==> src/rtl/patch_diff_accum.sv <==
// patch_diff_accum: streaming SSD/SAD engine, one pixel pair per cycle,
// one score per PATCH_LEN-pixel patch on a valid/ready result port.
//
// Ports:
//   clk_in, rst_in           clock, synchronous active-high reset
//   mode_in                  0 = SSD, 1 = SAD (taken with first pixel)
//   abort_in                 drop current patch and in-flight pixels
//   valid_in/ready_out       pixel pair handshake
//   a_in, b_in               pixel pair
//   result_valid_out/
//   result_ready_in          score handshake
//   result_out               patch score
//   best_valid_out           group best valid (with last group result)
//   best_score_out           minimum score in group
//   best_idx_out             candidate index of minimum
//
// Optional feature macro: BEST_TRACK_EN (best-of-NUM_CAND tracking).
// Without it the best_* outputs are tied to 0.

module patch_diff_accum #(
    parameter int PIX_W     = 8,
    parameter int PATCH_LEN = 64,
    parameter int NUM_CAND  = 16,
    localparam int ACC_W = 2 * PIX_W + $clog2(PATCH_LEN),
    localparam int IDX_W = (NUM_CAND > 1) ? $clog2(NUM_CAND) : 1
) (
    input  logic             clk_in,
    input  logic             rst_in,
    input  logic             mode_in,
    input  logic             abort_in,
    input  logic             valid_in,
    output logic             ready_out,
    input  logic [PIX_W-1:0] a_in,
    input  logic [PIX_W-1:0] b_in,
    output logic             result_valid_out,
    input  logic             result_ready_in,
    output logic [ACC_W-1:0] result_out,
    output logic             best_valid_out,
    output logic [ACC_W-1:0] best_score_out,
    output logic [IDX_W-1:0] best_idx_out
);

    localparam int CNT_W = $clog2(PATCH_LEN);
    localparam logic [CNT_W-1:0] LAST_CNT = CNT_W'(PATCH_LEN - 1);

    typedef enum logic {
        IDLE,
        ACCUM
    } state_t;

    state_t           state_q;
    state_t           state_d;
    logic [CNT_W-1:0] cnt_q;
    logic [CNT_W-1:0] cnt_d;
    logic             mode_q;
    logic             mode_d;

    logic             accept;
    logic             pix_mode;
    logic             pix_first;
    logic             pix_last;
    logic [PIX_W-1:0] diff;

    // Stage 1: absolute difference plus patch tags
    logic             s1_valid;
    logic [PIX_W-1:0] s1_d;
    logic             s1_mode;
    logic             s1_first;
    logic             s1_last;

    // Stage 2: per-pixel term
    logic               s2_valid;
    logic [ACC_W-1:0]   s2_term;
    logic               s2_first;
    logic               s2_last;
    logic [2*PIX_W-1:0] d_ext;
    logic [2*PIX_W-1:0] sq;
    logic [ACC_W-1:0]   term;

    // Stage 3: accumulator and result
    logic [ACC_W-1:0] acc_q;
    logic [ACC_W-1:0] sum;
    logic             load;

    // A held, unconsumed result stalls the pixel input.
    assign ready_out = !(result_valid_out && !result_ready_in);
    assign accept    = valid_in && ready_out && !abort_in;

    assign diff = (a_in > b_in) ? (a_in - b_in) : (b_in - a_in);

    always_ff @(posedge clk_in) begin
        if (rst_in) begin
            state_q <= IDLE;
            cnt_q   <= '0;
            mode_q  <= 1'b0;
        end else begin
            state_q <= state_d;
            cnt_q   <= cnt_d;
            mode_q  <= mode_d;
        end
    end

    always_comb begin
        state_d   = state_q;
        cnt_d     = cnt_q;
        mode_d    = mode_q;
        pix_mode  = mode_q;
        pix_first = 1'b0;
        pix_last  = 1'b0;
        unique case (state_q)
            IDLE: begin
                pix_mode  = mode_in;
                pix_first = 1'b1;
                if (accept) begin
                    state_d = ACCUM;
                    cnt_d   = CNT_W'(1);
                    mode_d  = mode_in;
                end
            end
            ACCUM: begin
                pix_last = (cnt_q == LAST_CNT);
                if (accept) begin
                    if (pix_last) begin
                        state_d = IDLE;
                        cnt_d   = '0;
                    end else begin
                        cnt_d = cnt_q + CNT_W'(1);
                    end
                end
            end
        endcase
        if (abort_in) begin
            state_d = IDLE;
            cnt_d   = '0;
        end
    end

    always_ff @(posedge clk_in) begin
        if (rst_in) begin
            s1_valid <= 1'b0;
            s1_d     <= '0;
            s1_mode  <= 1'b0;
            s1_first <= 1'b0;
            s1_last  <= 1'b0;
        end else begin
            s1_valid <= accept;
            if (accept) begin
                s1_d     <= diff;
                s1_mode  <= pix_mode;
                s1_first <= pix_first;
                s1_last  <= pix_last;
            end
        end
    end

    assign d_ext = {{PIX_W{1'b0}}, s1_d};
    assign sq    = d_ext * d_ext;
    assign term  = s1_mode
                 ? {{(ACC_W-PIX_W){1'b0}}, s1_d}
                 : {{(ACC_W-2*PIX_W){1'b0}}, sq};

    always_ff @(posedge clk_in) begin
        if (rst_in || abort_in) begin
            s2_valid <= 1'b0;
            s2_term  <= '0;
            s2_first <= 1'b0;
            s2_last  <= 1'b0;
        end else begin
            s2_valid <= s1_valid;
            if (s1_valid) begin
                s2_term  <= term;
                s2_first <= s1_first;
                s2_last  <= s1_last;
            end
        end
    end

    assign sum  = s2_first ? s2_term : (acc_q + s2_term);
    assign load = s2_valid && s2_last && !abort_in;

    always_ff @(posedge clk_in) begin
        if (rst_in || abort_in) begin
            acc_q <= '0;
        end else if (s2_valid) begin
            acc_q <= s2_last ? '0 : sum;
        end
    end

    // A fresh score takes priority over a same-cycle handshake clear.
    always_ff @(posedge clk_in) begin
        if (rst_in) begin
            result_valid_out <= 1'b0;
            result_out       <= '0;
        end else if (load) begin
            result_valid_out <= 1'b1;
            result_out       <= sum;
        end else if (result_ready_in) begin
            result_valid_out <= 1'b0;
        end
    end

`ifdef BEST_TRACK_EN
    logic [IDX_W-1:0] cand_q;
    logic [ACC_W-1:0] best_q;
    logic [IDX_W-1:0] bidx_q;
    logic             take;
    logic             cand_last;
    logic [ACC_W-1:0] nb_score;
    logic [IDX_W-1:0] nb_idx;

    // Strict compare: ties keep the earlier candidate.
    always_comb begin
        take      = (cand_q == '0) || (sum < best_q);
        nb_score  = take ? sum : best_q;
        nb_idx    = take ? cand_q : bidx_q;
        cand_last = (cand_q == IDX_W'(NUM_CAND - 1));
    end

    always_ff @(posedge clk_in) begin
        if (rst_in) begin
            cand_q         <= '0;
            best_q         <= '0;
            bidx_q         <= '0;
            best_valid_out <= 1'b0;
            best_score_out <= '0;
            best_idx_out   <= '0;
        end else begin
            if (abort_in) begin
                cand_q <= '0;
                best_q <= '0;
                bidx_q <= '0;
            end else if (load) begin
                best_q <= nb_score;
                bidx_q <= nb_idx;
                cand_q <= cand_last ? '0 : cand_q + IDX_W'(1);
            end
            if (load) begin
                best_valid_out <= cand_last;
                if (cand_last) begin
                    best_score_out <= nb_score;
                    best_idx_out   <= nb_idx;
                end
            end else if (result_ready_in) begin
                best_valid_out <= 1'b0;
            end
        end
    end
`else
    assign best_valid_out = 1'b0;
    assign best_score_out = '0;
    assign best_idx_out   = '0;
`endif

endmodule

==> config.mk <==
export PLATFORM = sky130hd
export DESIGN_NAME = patch_diff_accum
export DESIGN_NICKNAME = d
export VERILOG_FILES = /design/src/rtl/patch_diff_accum.sv
export SDC_FILE = /design/constraint.sdc
export NUM_CORES = 1
export LEC_CHECK = 0
export CAP_MARGIN = 20
export CORE_MARGIN = 2
export CORE_UTILIZATION = 33
export CTS_CLUSTER_DIAMETER = 50
export DETAILED_ROUTE_END_ITERATION = 8
export GPL_TIMING_DRIVEN = 0
export PLACE_DENSITY = 0.59
export SLEW_MARGIN = 20
export SYNTH_ARGS = -nofsm -noshare
export SYNTH_HDL_FRONTEND = slang
export SYNTH_SLANG_ARGS = --single-unit
==> constraint.sdc <==
create_clock -name clk_in -period 12.7 [get_ports clk_in]
set_input_delay 2.54 -clock clk_in [delete_from_list [all_inputs] [get_ports clk_in]]
set_output_delay 2.54 -clock clk_in [all_outputs]
set_load 0.005 [all_outputs]
### Yosys cells after proc, flatten, opt, wreduce, memory -nomap -nowiden

Index checks and enable logic that the tools add are counted.

| word-level totals | value |
|---|---|
| memories | 0 |
| bits in writable memories | 0 |
| input bits | 22 |
| output and inout bits | 51 |
| logic and storage cells | 55 |
| register bits | 90 |
| memory bits (read-only) | 0 |
| bits in latches | 0 |

| operators by class | value |
|---|---|
| $add $sub $neg | 4 |
| bitwise operators | 1 |
| reduce and logical (&&, ||, !) cells | 13 |
| eq/ne operators | 3 |
| $mul | 1 |
| shifts and indexed selects | 0 |
| div/mod/pow operators | 0 |
| magnitude comparators | 1 |
| multiplexer cells | 17 |

Operator list:

| cell | count |
|---|---|
| $mux W22 | 2 |
| $add A22 B22 Y22 | 1 |
| $mux W6 | 3 |
| $mul A8 B8 Y16 | 1 |
| $mux W16 | 1 |
| $sub A8 B8 Y8 | 2 |
| $pmux W6 S2 | 1 |
| $gt A8 B8 Y1 | 1 |
| $mux W1 | 8 |
| $mux W8 | 1 |
| $add A6 B1 Y6 const B | 1 |
| $eq A6 B6 Y1 const B | 1 |
| $logic_and A1 B1 Y1 | 5 |
| $reduce_and A2 Y1 | 2 |
| $logic_not A1 Y1 | 3 |
| $ne A2 B1 Y1 const B | 1 |
| $ne A2 B2 Y1 const B | 1 |
| $pmux W1 S2 | 1 |
| $reduce_bool A2 Y1 | 1 |
| $reduce_or A2 Y1 | 1 |
| $logic_or A1 B1 Y1 | 1 |
| $not A1 Y1 | 1 |

### Longest topological paths before layout

| logic depth | value |
|---|---|
| depth in word-level cells | 7 |
| gate-level depth with buffers | 18 |
| depth with buffers taken out | 17 |

### Worst setup path before layout

OpenSTA, ideal clock, no wires.

| timing | value |
|---|---|
| path kind | input to output |
| start | input result_ready_in |
| end | output ready_out |
| arrival time | 2.705 ns |
| slack | 7.455 ns |
| path buffers | 0 |
| cell stages on the path | 1 |
| data required time | 10.160 ns |
| path through | nand2b_1 |

| between the ends | value |
|---|---|
| longest elaborated chain between the ends | 3 |

RTL lines:

| element | line | text |
|---|---|---|
| start: declaration | 36 | `input logic result_ready_in,` |
| $logic_not A1 Y1 | 86 | `assign ready_out = !(result_valid_out && !result_ready_in);` |
| $logic_and A1 B1 Y1 | 86 |  |
| $logic_not A1 Y1 | 86 |  |
| end: declaration | 32 | `output logic ready_out,` |

No other way between the ends.

### Worst setup path after layout

Ends and elaborated chain as after synthesis.

==> reports/metrics.yaml <==
routed_wl_um: 16750
postSynth.asyncResetShare_pct: 0
seq_area_frac_synth_pct: 24.61
gp_congestion: 0.8673
yosysTopAreaCell: "dfxtp_1"
use_met2_pct: 24.98
slew_headroom_pct: 45.12
endpoint_kind: "output pin"
synth_compound_area_share_pct: 18.67
post-route-cell-area_um2: 8005
via_per_inst: 4.839
busiest_layer: "met2"
tightest_slew_ps: 823.2
synthSimpleGateAreaFrac_pct: 19.92
clk_latency_ps: 350
wl_per_cell_um: 13.94
fill_cells: 2142
synthTopCellsByCount: "dfxtp_1 (84), nor2_1 (78), inv_1 (67), a21oi_1 (63), nand2_1 (63)"
setup_violations: 0
synthAdderAreaFrac_pct: 19.55
dieHeight_um: 147.9
synthCells: 846
core_region_area_um2: 20300
start_util_pct: 33.67
rr_worst_depth: 17
synth_cell_types: 59
ir_worst_vdd_v: 0.00007391
status: "finished clean"
syn_to_final_growth_pct: 17.14
grt_pass1_vias: 5616
drtAntennaViolNets: 0
critPathKind: "in2out"
fmax_ghz: 0.1612
critPathRequiredTime_ps: 10160
p_per_area_nw_per_um2: 82.05
postPlaceCellArea_um2: 7720
use_met3_pct: 2.778
nets: 1040
grt_use_met1_pct: 22.74
critPathLaunch: "result_ready_in"
synth_seq_cells: 84
clock-sinks: 84
finalCriticalPeriod_ps: 6202
tns_ps: 0
dp_hpwl_um: 13080
utilization_pct: 39.44
post_cts_buffers: 0
muxShareOfSynthArea_pct: 3.588
synth_top_area_share_pct: 24.61
place_ws_ps: 6492
ys_warn_count: 0
synthFlopType: "dfxtp_1"
cts.repair.resized: 0
die_x_um: 147.9
hold_viol_final: 0
yosysMostFrequentCell: "dfxtp_1"
multi_input_area_um2: 4636
dr_total_vias: 5816
rsz0062_at_grt: "false"
timing.hold.ws_ps: 450.7
hp-class: "reg2reg"
cap_violations: 0
grt_first_pass_wirelength_um: 28200
drive_above_1_share_pct: 5.901
syn_area_um2: 6834
reg2reg_to: "s2_term[14]"
min_period_over_period_pct: 48.83
grt_max_degree: 13
setup_ws_ps: 6498
crit_path_start_kind: "input port"
synth_xor_area_share_pct: 4.614
skew_ps: 7.092
syn_area_per_cell_um2: 8.078
row_count: 52
reg2reg_slack_ps: 7710
antenna_found_initial: 0
crit_arrival_ps: 3660
clk_path_buf_depth: 2
n_antenna_cell: 0
clkTransAtPathRegs_ps: 60
drc: 0
r2r_start: "s1_d[5]"
portBuffers: 45
critPathCapture: "ready_out"
firstDrtPassIters: 4
synth.area.top_cells: "dfxtp_1 (25%), ha_1 (11%), fa_1 (8.2%), a21oi_1 (4.6%), nor2_1 (4.3%)"
cts_hold_buf: 0
synth_top_family_by_area: "simple AND/OR/NAND/NOR gates"
cts-root-buf: "clkbuf_16"
drt_iter0_drc: 294
grt_usage_pct: 15.96
dieArea_um2: 21880
h-tree-depth: 3
synth_edf_count: 0
cts_made_buffers: 9
leakagePower_nw: 3.488
io_pins: 73
cts_tree: "done"
grt_overflow_total: 0
path_max_fanout: 4
final_max_slew_viol_count: 0
seqCellArea_um2: 1682
[logic make-up (layout without fill, tap and decap cells)]
group	after synthesis	count (layout)
buf+inv	136	196
mux	24	24
fa+ha+maj	90	90
flops	84	84
other cells	1	27
simple gates	272	272
compound gates	203	203
xor+xnor	36	36
[layout make-up]
| cell class | instances | share of cell area, % |
|---|---|---|
| Timing Repair Buffer | 45 | 5.627 |
| Inverter | 67 | 3.142 |
| Clock buffer | 13 | 3.126 |
| Buffer | 69 | 4.533 |
| Sequential cell | 84 | 21.01 |
| Multi-Input combinational cell | 652 | 57.91 |
| Clock inverter | 2 | 0.4376 |
| Tap cell | 270 | 4.220 |
[worst max-delay path, cell delays in order]
cell and delay [ps]:
clkdlybuf4s50_1 440, nand2b_1 160, clkdlybuf4s50_1 520
[worst min path at each step]
stage | cells after the start | endpoint | start | slack [ps]
after floorplan | 2 | s1_last | s1_last | 440
after global placement | 2 | result_out[21] | result_out[21] | 440
after detailed placement | 2 | result_out[21] | result_out[21] | 440
after CTS | 2 | result_out[21] | result_out[21] | 460
after global routing | 2 | s1_last | s1_last | 470
final | 2 | result_out[21] | result_out[21] | 450
[state kept, by name, summed over array words and instances (netlist names), 6 cells and up]
name / cells
s1_d: 8
result_out: 22
acc_q: 22
cnt_q: 6
s2_term: 16
[through the flow]
step,total power [W],instances
3_3_place_gp,0.0003992,1187
2_1_floorplan,0.0003664,872
5_1_grt,0.0006872,1202
3_5_place_dp,0.0004003,1187
4_1_cts,0.0006610,1202
6_report,0.0006568,1202
[layer usage]
metal | share of wire (%) | vias up
met4 | 1.7 | 0
met3 | 4.0 | 18
met2 | 43 | 122
li1 | - | 2994
met5 | 0 | -
met1 | 51 | 2682
[where the power goes]
part           leakage, nW  switching, W  internal (W)
sequential           0.679    0.00000275      0.000267
combinational         2.67     0.0000714     0.0000531
clock                0.140      0.000106      0.000157
[layout by cell type, fill, tap and decap left out, types with 3 or more instances in the layout]
cell,n
a211oi_1,26
a21o_1,17
a21oi_1,63
a31oi_1,12
and2_1,24
and3_1,5
buf_1,7
buf_4,27
clkbuf_1,36
clkbuf_16,9
clkdlybuf4s50_1,45
conb_1,27
dfxtp_1,84
fa_1,28
ha_1,62
inv_1,67
mux2_2,3
mux2i_1,20
nand2_1,63
nand2b_1,12
nand3_1,15
nand3b_1,12
nand4_1,5
nor2_1,78
nor2b_1,20
nor3_1,13
nor3b_1,7
o211ai_1,6
o21a_1,4
o21ai_0,45
o21ai_1,4
o21bai_1,3
o31ai_1,3
or2_2,4
or3_1,7
xnor2_1,16
xor2_1,20
Note: power is estimated with default switching activity, not from simulation.
